## config.mk

```make
export PLATFORM = sky130hd
export DESIGN_NAME = ldtu_gain_sel_fifo
export DESIGN_NICKNAME = d
export VERILOG_FILES = /design/src/rtl/ldtu_gain_sel_fifo.sv
export SDC_FILE = /design/constraint.sdc
export NUM_CORES = 1
export LEC_CHECK = 0
export ABC_AREA = 0
export BUFFER_PORTS_ARGS = -buffer_cell sky130_fd_sc_hd__buf_2
export CORE_ASPECT_RATIO = 0.6
export CORE_MARGIN = 4
export CORE_UTILIZATION = 56
export CTS_CLUSTER_DIAMETER = 100
export CTS_CLUSTER_SIZE = 8
export DETAILED_ROUTE_END_ITERATION = 6
export PLACE_DENSITY = 0.83
export SYNTH_ARGS = -nofsm -noshare
export SYNTH_HDL_FRONTEND = slang
export SYNTH_SLANG_ARGS = --single-unit
export TNS_END_PERCENT = 50
```

## constraint.sdc

```tcl
create_clock -name CLK -period 14.9 [get_ports CLK]
set_input_delay 2.235 -clock CLK [delete_from_list [all_inputs] [get_ports CLK]]
set_output_delay 2.235 -clock CLK [all_outputs]
set_load 0.02 [all_outputs]
```

## src/rtl/ldtu_gain_sel_fifo.sv

```systemverilog
// -----------------------------------------------------------------------------
// ldtu_gain_sel_fifo
//   Single-clock input FIFO / gain selector. The baseline-subtracted x1 and x10
//   samples run through a look-ahead delay line. The output tap is the oldest
//   entry. A tap P samples newer is compared against the x10 saturation
//   threshold. This lets the selector switch to x1 P samples before a
//   saturating sample and hold x1 for Q samples after it. A new saturation
//   inside the window reloads the counter, so the window is extended.
//
// Ports
//   CLK               clock, all logic on the rising edge
//   rst               asynchronous, active-high reset
//   din_valid         sample strobe, both gain inputs valid
//   DATA_gain_01      x1 sample
//   DATA_gain_10      x10 sample
//   SATURATION_value  x10 saturation threshold, applied after shift_gain_10
//   shift_gain_10     right shift applied to the threshold
//   GAIN_SEL_MODE     00 auto, 01 auto with double post window,
//                     10 force x10, 11 force x1
//   win_pre           number of x1 samples before the saturating sample
//   win_post          number of x1 samples after the saturating sample
//   DATA_to_enc       {gain bit (1 = x1), sample} sent to the encoder
//   dout_valid        strobe for DATA_to_enc and baseline_flag
//   baseline_flag     the selected sample is a baseline sample
//   g1_active         the selector FSM is in state G1
// -----------------------------------------------------------------------------
module ldtu_gain_sel_fifo #(
    parameter int NBITS    = 12,
    parameter int DEPTH    = 16,
    parameter int PW       = 4,
    parameter int QW       = 5,
    parameter int BASE_LSB = 6
) (
    input  logic             CLK,
    input  logic             rst,
    input  logic             din_valid,
    input  logic [NBITS-1:0] DATA_gain_01,
    input  logic [NBITS-1:0] DATA_gain_10,
    input  logic [NBITS-1:0] SATURATION_value,
    input  logic [1:0]       shift_gain_10,
    input  logic [1:0]       GAIN_SEL_MODE,
    input  logic [PW-1:0]    win_pre,
    input  logic [QW-1:0]    win_post,
    output logic [NBITS:0]   DATA_to_enc,
    output logic             dout_valid,
    output logic             baseline_flag,
    output logic             g1_active
);

    localparam int FW = $clog2(DEPTH + 1);
    localparam int AW = $clog2(DEPTH);
    // The window length must hold the largest pre value plus twice the
    // largest post value. This sum can exceed QW+1 bits, so one extra bit
    // is used.
    localparam int LW = QW + 2;

    typedef enum logic {G10, G1} state_t;

    logic [NBITS-1:0] sr1  [DEPTH];
    logic [NBITS-1:0] sr10 [DEPTH];
    logic [FW-1:0]    fill_cnt;
    logic             filled;
    logic [NBITS-1:0] sat_val;
    state_t           state;
    logic [LW-1:0]    cnt;

    logic [AW-1:0]    p_len;
    logic [NBITS-1:0] ref_x10;
    logic             sat;
    logic [LW-1:0]    q_len;
    logic [LW-1:0]    l_len;
    logic             sel_x1;
    logic [NBITS:0]   next_data;
    logic             out_strobe;

    assign filled     = (fill_cnt == FW'(DEPTH));
    assign out_strobe = din_valid && filled;
    assign g1_active  = (state == G1);

    // NOTE: every signal gets a default at the top of the block, so no path
    // leaves it unassigned and no latch can be inferred.
    always_comb begin
        p_len     = AW'(win_pre);
        ref_x10   = '0;
        sat       = 1'b0;
        q_len     = LW'(win_post);
        l_len     = '0;
        sel_x1    = 1'b0;
        next_data = '0;

        // The look-ahead cannot reach past the newest entry.
        if (int'(win_pre) > DEPTH - 1)
            p_len = AW'(DEPTH - 1);

        ref_x10 = sr10[AW'(DEPTH - 1) - p_len];
        sat     = !GAIN_SEL_MODE[1] && (ref_x10 >= sat_val);

        if (GAIN_SEL_MODE == 2'b01)
            q_len = LW'(win_post) << 1;
        l_len = LW'(p_len) + q_len;

        case (GAIN_SEL_MODE)
            2'b11:   sel_x1 = 1'b1;
            2'b10:   sel_x1 = 1'b0;
            default: sel_x1 = (state == G1) || sat;
        endcase

        next_data = {sel_x1, sel_x1 ? sr1[DEPTH-1] : sr10[DEPTH-1]};
    end

    // NOTE: sequential state uses non-blocking assignments only. All reads
    // in this block (output tap, look-ahead tap, cnt) therefore see the
    // values from before the edge.
    always_ff @(posedge CLK or posedge rst) begin
        if (rst) begin
            // NOTE: the delay lines are plain flops and are cleared on reset
            // with the rest of the state. A refill is still required before
            // any output is produced.
            for (int i = 0; i < DEPTH; i++) begin
                sr1[i]  <= '0;
                sr10[i] <= '0;
            end
            fill_cnt      <= '0;
            sat_val       <= '1;
            state         <= G10;
            cnt           <= '0;
            DATA_to_enc   <= '0;
            dout_valid    <= 1'b0;
            baseline_flag <= 1'b0;
        end else begin
            sat_val    <= SATURATION_value >> shift_gain_10;
            dout_valid <= 1'b0;

            if (din_valid) begin
                sr1[0]  <= DATA_gain_01;
                sr10[0] <= DATA_gain_10;
                for (int i = 1; i < DEPTH; i++) begin
                    sr1[i]  <= sr1[i-1];
                    sr10[i] <= sr10[i-1];
                end
                if (!filled)
                    fill_cnt <= fill_cnt + 1'b1;
            end

            if (out_strobe) begin
                DATA_to_enc   <= next_data;
                dout_valid    <= 1'b1;
                // In the forced modes the gain bit is constant, so it is
                // excluded from the baseline test.
                baseline_flag <= GAIN_SEL_MODE[1] ? ~|next_data[NBITS-1:BASE_LSB]
                                                  : ~|next_data[NBITS:BASE_LSB];
            end

            // cnt holds the number of x1 samples still owed after the
            // current one.
            if (GAIN_SEL_MODE[1]) begin
                state <= G10;
                cnt   <= '0;
            end else if (out_strobe) begin
                case (state)
                    G10: begin
                        if (sat && (l_len != '0)) begin
                            state <= G1;
                            cnt   <= l_len;
                        end
                    end
                    G1: begin
                        if (sat) begin
                            cnt <= l_len;
                        end else if (cnt == LW'(1)) begin
                            state <= G10;
                            cnt   <= '0;
                        end else begin
                            cnt <= cnt - 1'b1;
                        end
                    end
                endcase
            end
        end
    end

endmodule

```

; ---- After elaboration in Yosys (flattened, before gate mapping)
; Index checks and enable logic that the tools add are counted.
[totals]
reg_bits = 424
input_bits = 52
output_inout_bits = 16
wordCells = 88
[op_classes]
add_sub_neg = 4
order_cmp = 2
n_eq_ne = 6
shifts = 1
muxes = 20
n_bitwise = 3
reduce_logical = 13
[ops]
columns = cell, n
row1 = $bmux 12 s4, 1
row2 = $mux 12, 3
row3 = $mux 7, 5
row4 = $pmux 7 s2, 1
row5 = $ge 12x12->1, 1
row6 = $shr 12x2->12, 1
row7 = $add 4x6->7, 1
row8 = $eq 7x1->1 const B, 1
row9 = $mux 1, 7
row10 = $reduce_bool 7->1, 1
row11 = $reduce_or 7->1, 1
row12 = $sub 7x1->7 const B, 1
row13 = $mux 6, 1
row14 = $reduce_or 6->1, 1
row15 = $add 5x1->5 const B, 1
row16 = $eq 5x5->1 const B, 1
row17 = $ge 5x5->1 const B, 1
row18 = $not 4->5, 1
row19 = $eq 2x2->1 const B, 2
row20 = $pmux 1 s2, 2
row21 = $reduce_and 2->1, 2
row22 = $sub 4x4->4 const A, 1
row23 = $logic_and 1x1->1, 3
row24 = $logic_not 1->1, 3
row25 = other kinds (5), 6

; ---- Depth between registers and ports, before layout
; Gate-level depths: netlist (run 1).
[depth]
depth_word = 13
mapped_depth = 13
mapped_depth_nobuf = 12

; ---- Worst setup path before layout (run 1)
; No wires, ideal clock.
[synth_path]
kind = input -> register
from = input port win_pre[0]
to = register cnt[5]
setup_ns = 0.094
arrival_time_ns = 5.454
required_time_ns = 14.806
path_slack_ns = 9.352
path_stages = 12
cell_sequence = buf_4 -> buf_2 -> mux4_2 -> mux4_2 -> ha_1 -> a21oi_1 -> nor2_1 -> a211oi_1 -> and3_4 -> o21a_2 -> mux2_1 -> a221oi_2
[synth_between]
elab_chain_cells = 11
word_cells_on_any_way = 17
classes_between = 2 x add/sub / 1 x order compare / 1 x eq/ne / 8 x mux / 1 x bitwise / 4 x reduce/logical
[synth_lines]
columns = item, line_no
row1 = "start, declared", 42  ; input logic [PW-1:0] win_pre,
row2 = $sub 4x4->4, 95  ; ref_x10 = sr10[AW'(DEPTH - 1) - p_len];
row3 = $not 4->5 (not written as such), 95
row4 = $bmux 12 s4, 95
row5 = $mux 12 (not written as such) (2 in series), 95
row6 = $ge 12x12->1, 96  ; sat = !GAIN_SEL_MODE[1] && (ref_x10 >= sat_val);
row7 = $logic_and 1x1->1, 96
row8 = $mux 7, 168  ; if (sat) begin
row9 = $pmux 7 s2, 160  ; case (state)
row10 = $mux 7, 159  ; end else if (out_strobe) begin
row11 = $mux 7, 156  ; if (GAIN_SEL_MODE[1]) begin
row12 = "end signal, assigned", 164  ; cnt <= l_len;
row13 = "end signal, assigned", 169  ; cnt <= l_len;
row14 = "end signal, assigned", 174  ; cnt <= cnt - 1'b1;
row15 = "end, declared", 65  ; logic [LW-1:0] cnt;
; Several ways; a longest one is shown, not always the timed one. The select of a mux whose other input is x is not followed.
; A chain may end at the register's enable or synchronous reset.

; ---- Worst setup path after layout (run 1)
[layout_path]
from = input port win_pre[0]
to = register DATA_to_enc[5]
[layout_between]
elab_chain_cells = 10
[layout_lines]
columns = item, line_no
row1 = $sub 4x4->4, 95
row2 = $not 4->5 (not written as such), 95
row3 = $bmux 12 s4, 95
row4 = $mux 12 (not written as such) (2 in series), 95
row5 = $ge 12x12->1, 96
row6 = $logic_and 1x1->1, 96
row7 = $logic_or 1x1->1, 105  ; default: sel_x1 = (state == G1) || sat;
row8 = $pmux 1 s2, 102  ; case (GAIN_SEL_MODE)
row9 = $mux 12, 108  ; next_data = {sel_x1, sel_x1 ? sr1[DEPTH-1] : sr10[DEPTH-1]};
row10 = "end signal, assigned", 146  ; DATA_to_enc <= next_data;
row11 = "end, declared", 44  ; output logic [NBITS:0] DATA_to_enc,
; Every way passes these cells. The select of a mux whose other input is x is not followed.

==> results.env, run 1 <==
STATUS='completed'
R2R_CELLS=9
SYNTH_SIMPLE_GATE_AREA_SHARE=0.0256
CTSRESIZECOUNT=0
TIMING.RR.START='sr10[5]'
FINCLKSKEW_PS=21.1
MAXSLEWVIOLCOUNT=0
SYN_AVG_CELL_AREA_SQ_UM=15.8
CRITPATHMAXFANOUT=49
START_KIND='input pin'
IO_PINS=68
LAYOUT-DRIVE-GT1-SHARE=0.500
POWER_DENSITY_nW_PER_UM2=185
WORST_SLACK_PS=9000
CTS_NUM_SINKS=424
CLASS_OF_THE_TIGHTEST_HOLD_OR_REMOVAL_CHECK='register to register'
MAXIMUM_NUMBER_OF_PINS_ON_ONE_NET_BEFORE_GLOBAL_ROUTE_REPAIR=189
FLOORPLAN.CORE_AREA_SQ_UM=32400
RSZ_0062_RAISED_AFTER_GLOBAL_ROUTING='no'
TOTAL_DIE_AREA_SQ_UM=35800
MAXSLEWHEADROOM=0.304
FIN_CRIT_SH=0.396
POST_DETAILED_ROUTE_DRC_MARKER_COUNT=0
AVGROUTEDWIREPERCELL_UM=19.8
TIMING.CRITICAL_PATH.ARRIVAL_PS=6330
KIND_OF_CAPTURE_POINT_OF_THE_WORST_SETUP_PATH='register'
SYNTH-WARNING-COUNT=0
SETUP_VIOL=0
LAYOUT_MIN_CYCLE_TIME_PS=5900
SYNTH_TOP_AREA_SHARE=0.562
FIN_TNS_SETUP_PS=0
ROUTE.DETAILED.VIAS_PER_INST=5.86
NFILLCELLS=2278
SYNTH_TOP_AREA_CELL='sky130_fd_sc_hd__dfrtp_1'
IO_BUFFERS=67
COMPOUND_GATE_FRACTION_OF_SYNTH_AREA=0.0222
SYN_AREA_SQ_UM=18300
CTS_ROOT_BUF='sky130_fd_sc_hd__clkbuf_16'
PRECTSSETUPSLACK_PS=8400
SYNTH.LIB_CELLS_USED.DISTINCT=58
MIN_FROM='fill_cnt[4]'
SYNTH.FF_LATCH_COUNT=424
FLOORPLAN.DIE.HEIGHT_UM=148
AREA.GROWTH.SYNTH_TO_FINAL_PCT=11.8
NNETSFINAL=1300
SYN-NUM-NETS=1232
VDD_IR_DROP_MAX_mV=0.123
CLK-INSERTION-DELAY-LATE_PS=590
ROWS=51
DETAIL-ROUTE-ANTENNA-NETS=0
POSTSYNTHCELLCOUNT=1159
WORST_HOLD_PATH.NUM_CELLS=1
HOLD_PATH_END='fill_cnt[4]'
GR-USAGE-ALL-LAYERS=0.189
SYNTH.TOP_CELLS.BY_AREA='sky130_fd_sc_hd__dfrtp_1 56%, sky130_fd_sc_hd__mux2_2 24%, sky130_fd_sc_hd__mux4_2 8.3%'
YS_DOMINANT_REG_CELL='sky130_fd_sc_hd__dfrtp_1'
CTS.CLK_SLEW.WORST_PATHS_PS=50
MAXCAPVIOLATIONS=0
BUFFER_COUNT_FROM_POST_CTS_SETUP_FIXING=0
REG2REG_SLACK_PS=11090
MAX_SLEW.WORST_PIN.SLEW_PS=1040
POWER.STATIC_LEAKAGE_uW=0.00887
HTREE_LEVELS=2
CRITICAL_PATH.REG2REG.ENDPOINT='DATA_to_enc[5]'
TIMING.FINAL.HOLD_VIOLATIONS=0
LAYOUTNONFILLERINSTCOUNT=1663
NUMBER_OF_GLOBAL_ROUTE_VIAS_BEFORE_REPAIR=10145
NUMCTSBUFFERS=58
DIE_WIDTH_UM=242
CTS.PATH.MAX_BUFFERS=3
YS_ASYNC_SR_FRACTION=1.00
START_UTIL=0.567
FIRST_ITER_VIOLATIONS=720
GR-TOTAL-OVERFLOW=0
DIODES=0
GRT_FIRST_PASS_WIRELENGTH_UM=54900
SYNTHXORXNORAREAFRAC=0.00382
DETAILEDROUTE.FIRSTPASSITERATIONCOUNT=5
CRITICAL_PATH_CLASS='input pin to register'
ROUTE.VIAS.TOTAL=9748
TOTAL_POWER_uW=3790
CTS_TREE='done'
DRT-TOTAL-WL_UM=32800
POST-PLACE-CELLS=1591
SYNTHADDERAREAFRAC=0.0147
REQUIRED_PS=15330
NUMBER_OF_ANTENNA_VIOLATIONS_AT_THE_FIRST_CHECK_IN_GLOBAL_ROUTING=1
HOLD_BUFFERS=0
DETAILED_PLACE_HPWL_UM=20500
SYNTH-EDFF-COUNT=0
FINAL_REPLACE_WEIGHTED_CONGESTION=0.879
FMAX_MHz=169
FRACTION_OF_SYNTHESIZED_AREA_IN_MULTIPLEXERS=0.333
SYNTH_TOP_FAMILY_BY_AREA='multiplexers'
YS_SEQ_AREA_FRAC=0.579
[worst max-delay path: stages]
cell	delay [ps]
sky130_fd_sc_hd__buf_4	680
sky130_fd_sc_hd__mux4_2	600
sky130_fd_sc_hd__mux4_2	500
sky130_fd_sc_hd__ha_1	320
sky130_fd_sc_hd__a21oi_1	80
sky130_fd_sc_hd__o21ai_0	430
sky130_fd_sc_hd__nand2_1	190
sky130_fd_sc_hd__a41oi_2	800
sky130_fd_sc_hd__mux2i_1	290
sky130_fd_sc_hd__o21ai_0	100
[Yosys cell counts, types with 5 or more instances]
cell type,count
sky130_fd_sc_hd__nand2_1,26
sky130_fd_sc_hd__nand3b_1,5
sky130_fd_sc_hd__a21oi_1,16
sky130_fd_sc_hd__nor3_1,6
sky130_fd_sc_hd__buf_2,38
sky130_fd_sc_hd__mux2i_1,18
sky130_fd_sc_hd__xnor2_1,8
sky130_fd_sc_hd__dfrtp_1,412
sky130_fd_sc_hd__dfstp_2,12
sky130_fd_sc_hd__mux2_2,388
sky130_fd_sc_hd__inv_1,25
sky130_fd_sc_hd__o21ai_0,16
sky130_fd_sc_hd__ha_1,20
sky130_fd_sc_hd__nor2_1,15
sky130_fd_sc_hd__mux4_2,68
sky130_fd_sc_hd__clkbuf_1,22
[logic make-up after synthesis]
| kind of cell | after synthesis |
|---|---|
| DFF | 424 |
| adders and majority gates | 21 |
| and+or+nand+nor | 84 |
| muxes | 476 |
| AOI/OAI and AO/OA | 55 |
| buffers and inverters | 91 |
| xor gates and xnor gates | 8 |
[where the power goes]
part	total [uW]	switching (uW)	internal, uW
clock	1140	453	688
sequential	1880	297	1580
combinational	775	281	494
total	3790	1030	2760
[per-stage QoR]
stage	hold WS, ps	area (sq um)	util
final	466	20500	0.634
after CTS	467	20500	0.634
after global routing	476	20500	0.634
after floorplan	438	18300	-
after global placement	457	19000	0.587
after detailed placement	461	19000	0.587
[registers in the layout (all words and copies together), names as in the netlist]
name,cells
sr10,192
sr1,192
DATA_to_enc,13
sat_val,12
cnt,7
fill_cnt,5
baseline_flag,1
dout_valid,1
g1_active,1
[area by class of cell]
class / count / area (sq um) / area share
well taps: 424 / 531 / 0.0259
flip-flops and latches: 424 / 10600 / 0.518
clock buffers: 69 / 1490 / 0.0727
repair buffers: 74 / 413 / 0.0201
multi-input cells: 644 / 7320 / 0.357
clock inverters: 3 / 33.8 / 0.00165
inverters: 25 / 101 / 0.00494
[routing by layer]
layer	vias to the layer above	part of all wire	track usage	wire [um]
met4	0	0.013	0.0467	435
met3	44	0.060	0.0459	1970
met1	5120	0.50	0.296	16300
met5	-	0	0	0
li1	4380	-	-	-
met2	204	0.43	0.269	14100
[how the worst max path moves through the flow]
| stage | cells past startpoint | startpoint | slack (ps) | endpoint |
|---|---|---|---|---|
| after detailed placement | 10 | win_pre[0] | 8400 | DATA_to_enc[2] |
| after CTS | 10 | win_pre[0] | 9020 | DATA_to_enc[2] |
| final | 10 | win_pre[0] | 9000 | DATA_to_enc[5] |
| after floorplan | 1 | rst | 880 | DATA_to_enc[0] |
| after global placement | 10 | win_pre[0] | 8500 | DATA_to_enc[7] |
| after global routing | 10 | win_pre[0] | 8680 | DATA_to_enc[2] |
[placed cells by master (no fill, tap or decap), drive strengths merged, types with 5 or more instances in the layout]
cell / count
mux2i: 18
nand2: 27
dfrtp: 412
dfstp: 12
mux2: 390
mux4: 68
xnor2: 8
inv: 27
ha: 20
nor3: 6
nor2: 15
clkbuf: 69
buf: 74
a21oi: 17
nand3b: 5
o21ai: 17
Power figures use the tool's default switching activity.
==> run 2: changes to the inputs <==
CORE_UTILIZATION = 62   (was 56)
PLACE_DENSITY = 0.87   (was 0.83)
clock period = 6.2 ns   (was 14.9 ns; I/O delays follow)
==> run 2 against run 1 <==
- sequential power grew 140%
- clock skew decreased by 1.1 ps
- global-route usage grew 3.5 points
- die area down 9.3%
- combinational power rose by 140%
- core utilization grew 7.7 points
- critical path type unchanged
- critical endpoint is now DATA_to_enc[2]
- largest cell class unchanged
==> results.env, run 2 (synthesized netlist as in run 1, its figures left out) <==
STATUS='completed'
ROWS=48  # -5.9%
CRITICAL_PATH_CLASS='input pin to register'
DIE_WIDTH_UM=230  # -4.8%
POWER_DENSITY_nW_PER_UM2=449  # +140%
FMAX_MHz=218
HOLD_BUFFERS=0  # unchanged
AREA.GROWTH.SYNTH_TO_FINAL_PCT=12.2
CTS_TREE='done'
MAXSLEWHEADROOM=0.260  # -0.0439
FIRST_ITER_VIOLATIONS=815  # +13%
WORST_HOLD_PATH.NUM_CELLS=2  # +1
TOP_REGS='sr10 (192), sr1 (192), DATA_to_enc (13)'
DETAILEDROUTE.FIRSTPASSITERATIONCOUNT=5  # unchanged
PWR-SHARE-SEQ=0.492  # -0.003
TOTAL_POWER_uW=9250  # +140%
MAXSLEWVIOLCOUNT=0  # unchanged
DIODES=0  # unchanged
DETAILED_PLACE_HPWL_UM=21500  # +4.8%
CTS_ROOT_BUF='sky130_fd_sc_hd__clkbuf_16'
CTSRESIZECOUNT=0  # unchanged
GRT_FIRST_PASS_WIRELENGTH_UM=58500  # +6.5%
FLOORPLAN.CORE_AREA_SQ_UM=28900  # -11%
CRITPATHMAXFANOUT=34  # -31%
NFILLCELLS=1821  # -20%
COMBINATIONAL_SHARE_OF_POWER=0.204  # about the same
DETAIL-ROUTE-ANTENNA-NETS=0  # unchanged
POST_DETAILED_ROUTE_DRC_MARKER_COUNT=0  # unchanged
TIMING.CRITICAL_PATH.ARRIVAL_PS=5000  # -1330 ps
SETUP_VIOL=0  # unchanged
FINCLKSKEW_PS=19.9  # -1.13 ps
POWER_SWITCHING_SHARE=0.276  # +0.00431
BUFFER_COUNT_FROM_POST_CTS_SETUP_FIXING=0  # unchanged
NUMCTSBUFFERS=58  # unchanged
FINALINSTANCEAREA_SQ_UM=20600  # +0.35%
LAYOUT.CELLS.MOST_COMMON='sky130_fd_sc_hd__dfrtp_1'
START_UTIL=0.634  # +0.0667
NUMBER_OF_GLOBAL_ROUTE_VIAS_BEFORE_REPAIR=10617  # +4.7%
HTREE_LEVELS=2  # unchanged
ROUTE.DETAILED.VIAS_PER_INST=6.10  # +4.1%
TIMING.FINAL.HOLD_VIOLATIONS=0  # unchanged
ROUTE.VIAS.TOTAL=10076  # +3.4%
NNETSFINAL=1303  # +0.23%
MAXCAPVIOLATIONS=0  # unchanged
CLK-INSERTION-DELAY-LATE_PS=580  # about the same
GR-TOTAL-OVERFLOW=0  # unchanged
TOTAL_DIE_AREA_SQ_UM=32500  # -9.3%
LAYOUT.CELLS.MOST_COMMON_LIST='412 x sky130_fd_sc_hd__dfrtp_1, 388 x sky130_fd_sc_hd__mux2_2, 68 x sky130_fd_sc_hd__mux4_2'
VDD_IR_DROP_MAX_mV=0.257  # +110%
IO_PINS=68  # unchanged
POWER.STATIC_LEAKAGE_uW=0.00891  # +0.46%
CLASS_OF_THE_TIGHTEST_HOLD_OR_REMOVAL_CHECK='register to register'
SWITCHINGPOWER_uW=2550  # +150%
CTS.CLK_SLEW.WORST_PATHS_PS=50  # about the same
LAYOUT-DRIVE-GT1-SHARE=0.498  # -0.00280
PLACE_AREA_SQ_UM=19000  # about the same
KIND_OF_CAPTURE_POINT_OF_THE_WORST_SETUP_PATH='register'
IO_BUFFERS=67  # unchanged
LAYOUT_MIN_CYCLE_TIME_PS=4580
FIN_CRIT_SH=0.739
INTERNAL-POWER_uW=6690  # +140%
CLKPWRFRAC=0.304  # +0.003
FLOORPLAN.DIE.HEIGHT_UM=141  # -4.7%
NUMBER_OF_ANTENNA_VIOLATIONS_AT_THE_FIRST_CHECK_IN_GLOBAL_ROUTING=2  # +1
FINAL_REPLACE_WEIGHTED_CONGESTION=0.839  # -4.5%
START_KIND='input pin'
R2R_CELLS=9  # unchanged
RSZ_0062_RAISED_AFTER_GLOBAL_ROUTING='no'
REQUIRED_PS=6620  # -8710 ps
MAXIMUM_NUMBER_OF_PINS_ON_ONE_NET_BEFORE_GLOBAL_ROUTE_REPAIR=205  # +8.5%
CTS_NUM_SINKS=424  # unchanged
CTS.PATH.MAX_BUFFERS=3  # unchanged
AVGROUTEDWIREPERCELL_UM=21.0  # +6.3%
GR-USAGE-ALL-LAYERS=0.224  # +0.0346
MAX_SLEW.WORST_PIN.SLEW_PS=1110  # +65.8 ps
DRT-TOTAL-WL_UM=34700  # +5.6%
==> run 2: cell types whose count changed in the layout (fill, tap and decap cells not counted), sizes merged <==
cell      before  now
buf           74   77
clkbuf        69   80
clkinv         1    0
clkinvlp       0    1
inv           27   26
==> run 2: critical path, stage by stage <==
cell and delay (ps):
sky130_fd_sc_hd__buf_4 540, sky130_fd_sc_hd__buf_12 270, sky130_fd_sc_hd__mux4_2 500, sky130_fd_sc_hd__mux4_2 490, sky130_fd_sc_hd__ha_1 330, sky130_fd_sc_hd__a21oi_1 70
sky130_fd_sc_hd__o21ai_0 400, sky130_fd_sc_hd__nand2_1 200, sky130_fd_sc_hd__a41oi_2 850, sky130_fd_sc_hd__mux2i_1 280, sky130_fd_sc_hd__o21ai_0 110
==> run 2: cell type report <==
cell class | instances | area [sq um] | share of cell area
inverter | 25 | 97.6 | 0.00474
timing repair buffer | 77 | 460 | 0.0224
clock inverter | 2 | 28.8 | 0.00140
clock buffer | 80 | 1560 | 0.0755
sequential | 424 | 10600 | 0.516
tap | 400 | 500 | 0.0243
multi-input combinational | 644 | 7320 | 0.356
==> run 2: power groups by stage <==
stage,sequential (uW),combinational [uW],clock (uW)
after floorplan,4270,1540,0
after global placement,4470,1780,0
after detailed placement,4540,1870,0
after CTS,4530,1910,2860
after global routing,4670,2070,3010
final,4550,1890,2810
==> run 2: worst paths after layout <==
| path | start | end | slack (ps) |
|---|---|---|---|
| min in group asynchronous | rst | sr1[55] | 530 |
| setup / recovery | win_pre[0] | DATA_to_enc[2] | 1620 |
| max in group asynchronous | rst | sr1[31] | 4100 |
| hold reg to reg | DATA_to_enc[12] | DATA_to_enc[12] | 470 |
| setup reg to reg | sr10[5] | DATA_to_enc[2] | 2340 |
| hold / removal | DATA_to_enc[12] | DATA_to_enc[12] | 470 |
==> run 2: metrics by stage <==
| step | hold slack [ps] | instances | TNS [ps] | setup slack (ps) | util |
|---|---|---|---|---|---|
| 4_1_cts | 472 | 1652 | 0 | 1680 | 0.711 |
| 3_3_place_gp | 456 | 1570 | 0 | 1170 | 0.657 |
| 6_report | 469 | 1652 | 0 | 1620 | 0.711 |
| 2_1_floorplan | 438 | 1159 | -181960 | -442 | - |
| 5_1_grt | 494 | 1652 | 0 | 1320 | 0.711 |
| 3_5_place_dp | 460 | 1570 | 0 | 1080 | 0.657 |
==> run 2: metal layers <==
metal	part of all wire	vias up	GRT usage
met4	0.016	0	0.0531
met3	0.067	54	0.0494
met2	0.44	263	0.319
met5	0	-	0
met1	0.48	5352	0.357
li1	-	4407	-
==> run 3: changes to the inputs <==
ABC_AREA = 1   (was 0)
clock period = 4.7 ns   (was 6.2 ns; I/O delays follow)
==> run 3 against run 2 <==
- sequential power about the same
- largest cell class unchanged
- power increased by 4.8%
- critical path type unchanged
- combinational power decreased by 27%
- non-clock buffer count increased by 12
- critical path depth increased by 11
- highest routed layer unchanged
==> results.env, run 3 <==
CLASS_OF_THE_TIGHTEST_HOLD_OR_REMOVAL_CHECK='input pin to register'
SYNTH.LIB_CELLS_USED.DISTINCT=33  # -43%
GR-USAGE-ALL-LAYERS=0.265  # +0.0418
SWITCHINGPOWER_uW=2750  # +7.8%
TIMING.FINAL.HOLD_VIOLATIONS=0  # unchanged
CLK-INSERTION-DELAY-LATE_PS=600  # +20 ps
LAYOUTNONFILLERINSTCOUNT=2583  # +56%
FIN_CRIT_SH=0.780
REQUIRED_PS=5220  # -1400 ps
NNETSFINAL=2232  # +71%
IO_PINS=68  # unchanged
MAX_SLEW.WORST_PIN.SLEW_PS=1030  # -77.9 ps
POWER_SWITCHING_SHARE=0.284  # +0.00786
HOLD_BUFFERS=0  # unchanged
GR-TOTAL-OVERFLOW=0  # unchanged
CTS_TREE='done'
PLACE_AREA_SQ_UM=19000  # -0.29%
POST-PLACE-CELLS=2499  # +59%
SYNTHMOSTINSTANTIATEDCELL='sky130_fd_sc_hd__nand2_1'
CRITPATHMAXFANOUT=66  # +94%
VDD_IR_DROP_MAX_mV=0.376  # +46%
TOP_REGS='sr10 (192), sr1 (192), DATA_to_enc (13)'
DRT-TOTAL-WL_UM=42300  # +22%
WORST_HOLD_PATH.NUM_CELLS=3  # +1
FINAL_REPLACE_WEIGHTED_CONGESTION=0.927  # +10%
FINCLKSKEW_PS=33.3  # +13.4 ps
SYNTH-WARNING-COUNT=0  # unchanged
HTREE_LEVELS=2  # unchanged
DETAILED_PLACE_HPWL_UM=26000  # +21%
YS_DOMINANT_REG_CELL='sky130_fd_sc_hd__dfrtp_1'
SYN-NUM-NETS=2212  # +80%
INTERNAL-POWER_uW=6940  # +3.7%
CRITICAL_PATH_S_MOST_FREQUENT_CELL='sky130_fd_sc_hd__nand2_1'
SYNTH_TOP_AREA_SHARE=0.562  # about the same
WORST_SLACK_PS=1030  # -585 ps
IO_BUFFERS=67  # unchanged
YS_ASYNC_SR_FRACTION=1.00  # unchanged
R2R_CELLS=21  # +12
PWR-SHARE-SEQ=0.471  # -0.021
YS_SEQ_AREA_FRAC=0.580  # about the same
CTS.CLK_SLEW.WORST_PATHS_PS=50  # about the same
DETAILEDROUTE.FIRSTPASSITERATIONCOUNT=6  # +1
BUFFER_COUNT_FROM_POST_CTS_SETUP_FIXING=0  # unchanged
SETUP_VIOL=0  # unchanged
DIODES=0  # unchanged
START_KIND='input pin'
ROUTE.DETAILED.VIAS_PER_INST=5.61  # -8.0%
CRITICAL_PATH.CELL_CHAIN='buf_2 > buf_12 > a21oi_1 > o21ai_0 > nand2_1 > o22ai_1 > o21ai_0 > ha_1 > nand2_1 > nor2_1 > nand2_1 > nor2_1 > nand2_1 > nand2_1 > nand2_2 > nand2_2 > nand2_1 > nand2_1 > nand2_1 > nor2_1 > nand2_1 > nand2_1'
GRT_FIRST_PASS_WIRELENGTH_UM=71100  # +22%
MAXSLEWHEADROOM=0.311  # +0.0505
SYNTH_TOP_AREA_CELL='sky130_fd_sc_hd__dfrtp_1'
POST_DETAILED_ROUTE_DRC_MARKER_COUNT=0  # unchanged
RSZ_0062_RAISED_AFTER_GLOBAL_ROUTING='no'
TOTAL_DIE_AREA_SQ_UM=32500  # about the same
SYNTHTOPCELLSBYCOUNT='601 x sky130_fd_sc_hd__nand2_1, 475 x sky130_fd_sc_hd__o21ai_0, 412 x sky130_fd_sc_hd__dfrtp_1'
LAYOUT.CELLS.MOST_COMMON_LIST='601 x sky130_fd_sc_hd__nand2_1, 475 x sky130_fd_sc_hd__o21ai_0, 412 x sky130_fd_sc_hd__dfrtp_1'
DETAIL-ROUTE-ANTENNA-NETS=0  # unchanged
CTS_ROOT_BUF='sky130_fd_sc_hd__clkbuf_16'
SYNTH.FF_LATCH_COUNT=424  # unchanged
MAXCAPVIOLATIONS=0  # unchanged
NUMBER_OF_ANTENNA_VIOLATIONS_AT_THE_FIRST_CHECK_IN_GLOBAL_ROUTING=0  # -2
CTS.PATH.MAX_BUFFERS=3  # unchanged
SYNTH-EDFF-COUNT=0  # unchanged
FMAX_MHz=273
FINALCOREUTILIZATION=0.710  # -0.00164
FLOORPLAN.CORE_AREA_SQ_UM=28900  # unchanged
WORST_PATH_LARGEST_CELL_DELAY_PS=440  # -410 ps
ROUTE.VIAS.TOTAL=14487  # +44%
CTS_NUM_SINKS=424  # unchanged
AVGROUTEDWIREPERCELL_UM=16.4  # -22%
POSTSYNTHCELLCOUNT=2139  # +85%
AREA.GROWTH.SYNTH_TO_FINAL_PCT=12.1
CRITICAL_PATH_CLASS='input pin to register'
POWER.STATIC_LEAKAGE_uW=0.00981  # +10%
TIMING.CRITICAL_PATH.ARRIVAL_PS=4180  # -820 ps
NUMCTSBUFFERS=58  # unchanged
LAYOUT_MIN_CYCLE_TIME_PS=3670
ROWS=48  # unchanged
MAXIMUM_NUMBER_OF_PINS_ON_ONE_NET_BEFORE_GLOBAL_ROUTE_REPAIR=247  # +20%
CLKPWRFRAC=0.386  # +0.082
DIE_WIDTH_UM=230  # about the same
FIN_WORST_HOLD_SLACK_PS=316  # -154 ps
START_UTIL=0.633  # about the same
FIRST_ITER_VIOLATIONS=1883  # +130%
MAXSLEWVIOLCOUNT=0  # unchanged
FINALINSTANCEAREA_SQ_UM=20500  # -0.23%
TIMING.CRITICAL_PATH.SLOWEST_STAGE_CELL='sky130_fd_sc_hd__buf_2'
COMBINATIONAL_SHARE_OF_POWER=0.143  # -0.061
PRECTSSETUPSLACK_PS=789  # -287 ps
NUMBER_OF_GLOBAL_ROUTE_VIAS_BEFORE_REPAIR=14159  # +33%
CTSRESIZECOUNT=0  # unchanged
STATUS='completed'
POWER_DENSITY_nW_PER_UM2=472  # +5.1%
LAYOUT-DRIVE-GT1-SHARE=0.0815  # -0.416
SYNTH.TOP_CELLS.BY_AREA='sky130_fd_sc_hd__dfrtp_1 56%, sky130_fd_sc_hd__o21ai_0 13%, sky130_fd_sc_hd__nand2_1 12%'
LAYOUT.CELLS.MOST_COMMON='sky130_fd_sc_hd__nand2_1'
KIND_OF_CAPTURE_POINT_OF_THE_WORST_SETUP_PATH='register'
FLOORPLAN.DIE.HEIGHT_UM=141  # about the same
SYN_AREA_SQ_UM=18300  # about the same
SYN_AVG_CELL_AREA_SQ_UM=8.57  # -46%
-- run 3: changes by cell type after synthesis, moves of 12 or more --
cell / change
sky130_fd_sc_hd__buf_2: -23
sky130_fd_sc_hd__mux4_2: -68
sky130_fd_sc_hd__nor2_1: +16
sky130_fd_sc_hd__inv_1: +215
sky130_fd_sc_hd__mux2i_1: -13
sky130_fd_sc_hd__clkbuf_1: +84
sky130_fd_sc_hd__o211ai_1: +17
sky130_fd_sc_hd__o221ai_1: +12
sky130_fd_sc_hd__a21oi_1: +78
sky130_fd_sc_hd__nand2_1: +575
sky130_fd_sc_hd__o21ai_0: +459
sky130_fd_sc_hd__mux2_2: -388
sky130_fd_sc_hd__nand3_1: +40
-- run 3: path summary, 6_finish.rpt --
path	slack, ps	start	to
max in group asynchronous	3270	rst	sr10[79]
worst min register to register	470	sr1[183]	sr1[183]
worst max register to register	1450	sr10[167]	baseline_flag
worst min-delay path	320	DATA_gain_01[8]	sr1[188]
worst max-delay path	1030	win_pre[1]	baseline_flag
min in group asynchronous	380	rst	sr10[0]
-- run 3: layout make-up --
type | instances | area (sq um)
clock buffer | 82 | 1560
clock inverter | 2 | 28.8
fill | 2059 | 8400
inverter | 246 | 937
multi-input combinational | 1340 | 6280
sequential | 424 | 10600
tap | 400 | 500
timing repair buffer | 89 | 613
-- run 3: routing by layer --
metal	track usage	routed length (um)	vias up
met2	0.399	19200	588
li1	-	-	6885
met4	0.0785	961	0
met3	0.0578	3650	86
met1	0.395	18500	6928
met5	0	0	-
-- run 3: metrics by stage --
| stage | setup TNS, ps | power, uW |
|---|---|---|
| 3_3_place_gp | 0 | 5850 |
| 5_1_grt | 0 | 10200 |
| 2_1_floorplan | -708930 | 5480 |
| 6_report | 0 | 9690 |
| 3_5_place_dp | 0 | 5950 |
| 4_1_cts | 0 | 9740 |
-- run 3: critical path: cells and delay by family --
kind / cells / cell delay (ps)
and+or+nand+nor: 15 / 1750
buffers and inverters: 2 / 790
AOI/OAI and AO/OA: 4 / 550
adders and majority gates: 1 / 350
-- run 3: cell families (layout without fill, tap and decap cells) --
logic type | count (synthesis) | in the layout | share of synthesized area
muxes | 5 | 5 | 0.00273
buffers and inverters | 375 | 419 | 0.0781
adders and majority gates | 21 | 21 | 0.0147
AOI/OAI and AO/OA | 612 | 612 | 0.173
DFF | 424 | 424 | 0.580
xor gates and xnor gates | 10 | 10 | 0.00478
and+or+nand+nor | 692 | 692 | 0.147
-- run 3: power groups by stage --
stage | registers, uW | logic, uW | clock network [uW]
after floorplan | 4570 | 911 | 0
after detailed placement | 4590 | 1360 | 0
after global placement | 4570 | 1280 | 0
after global routing | 4610 | 1590 | 3970
final | 4560 | 1380 | 3740
after CTS | 4550 | 1390 | 3800
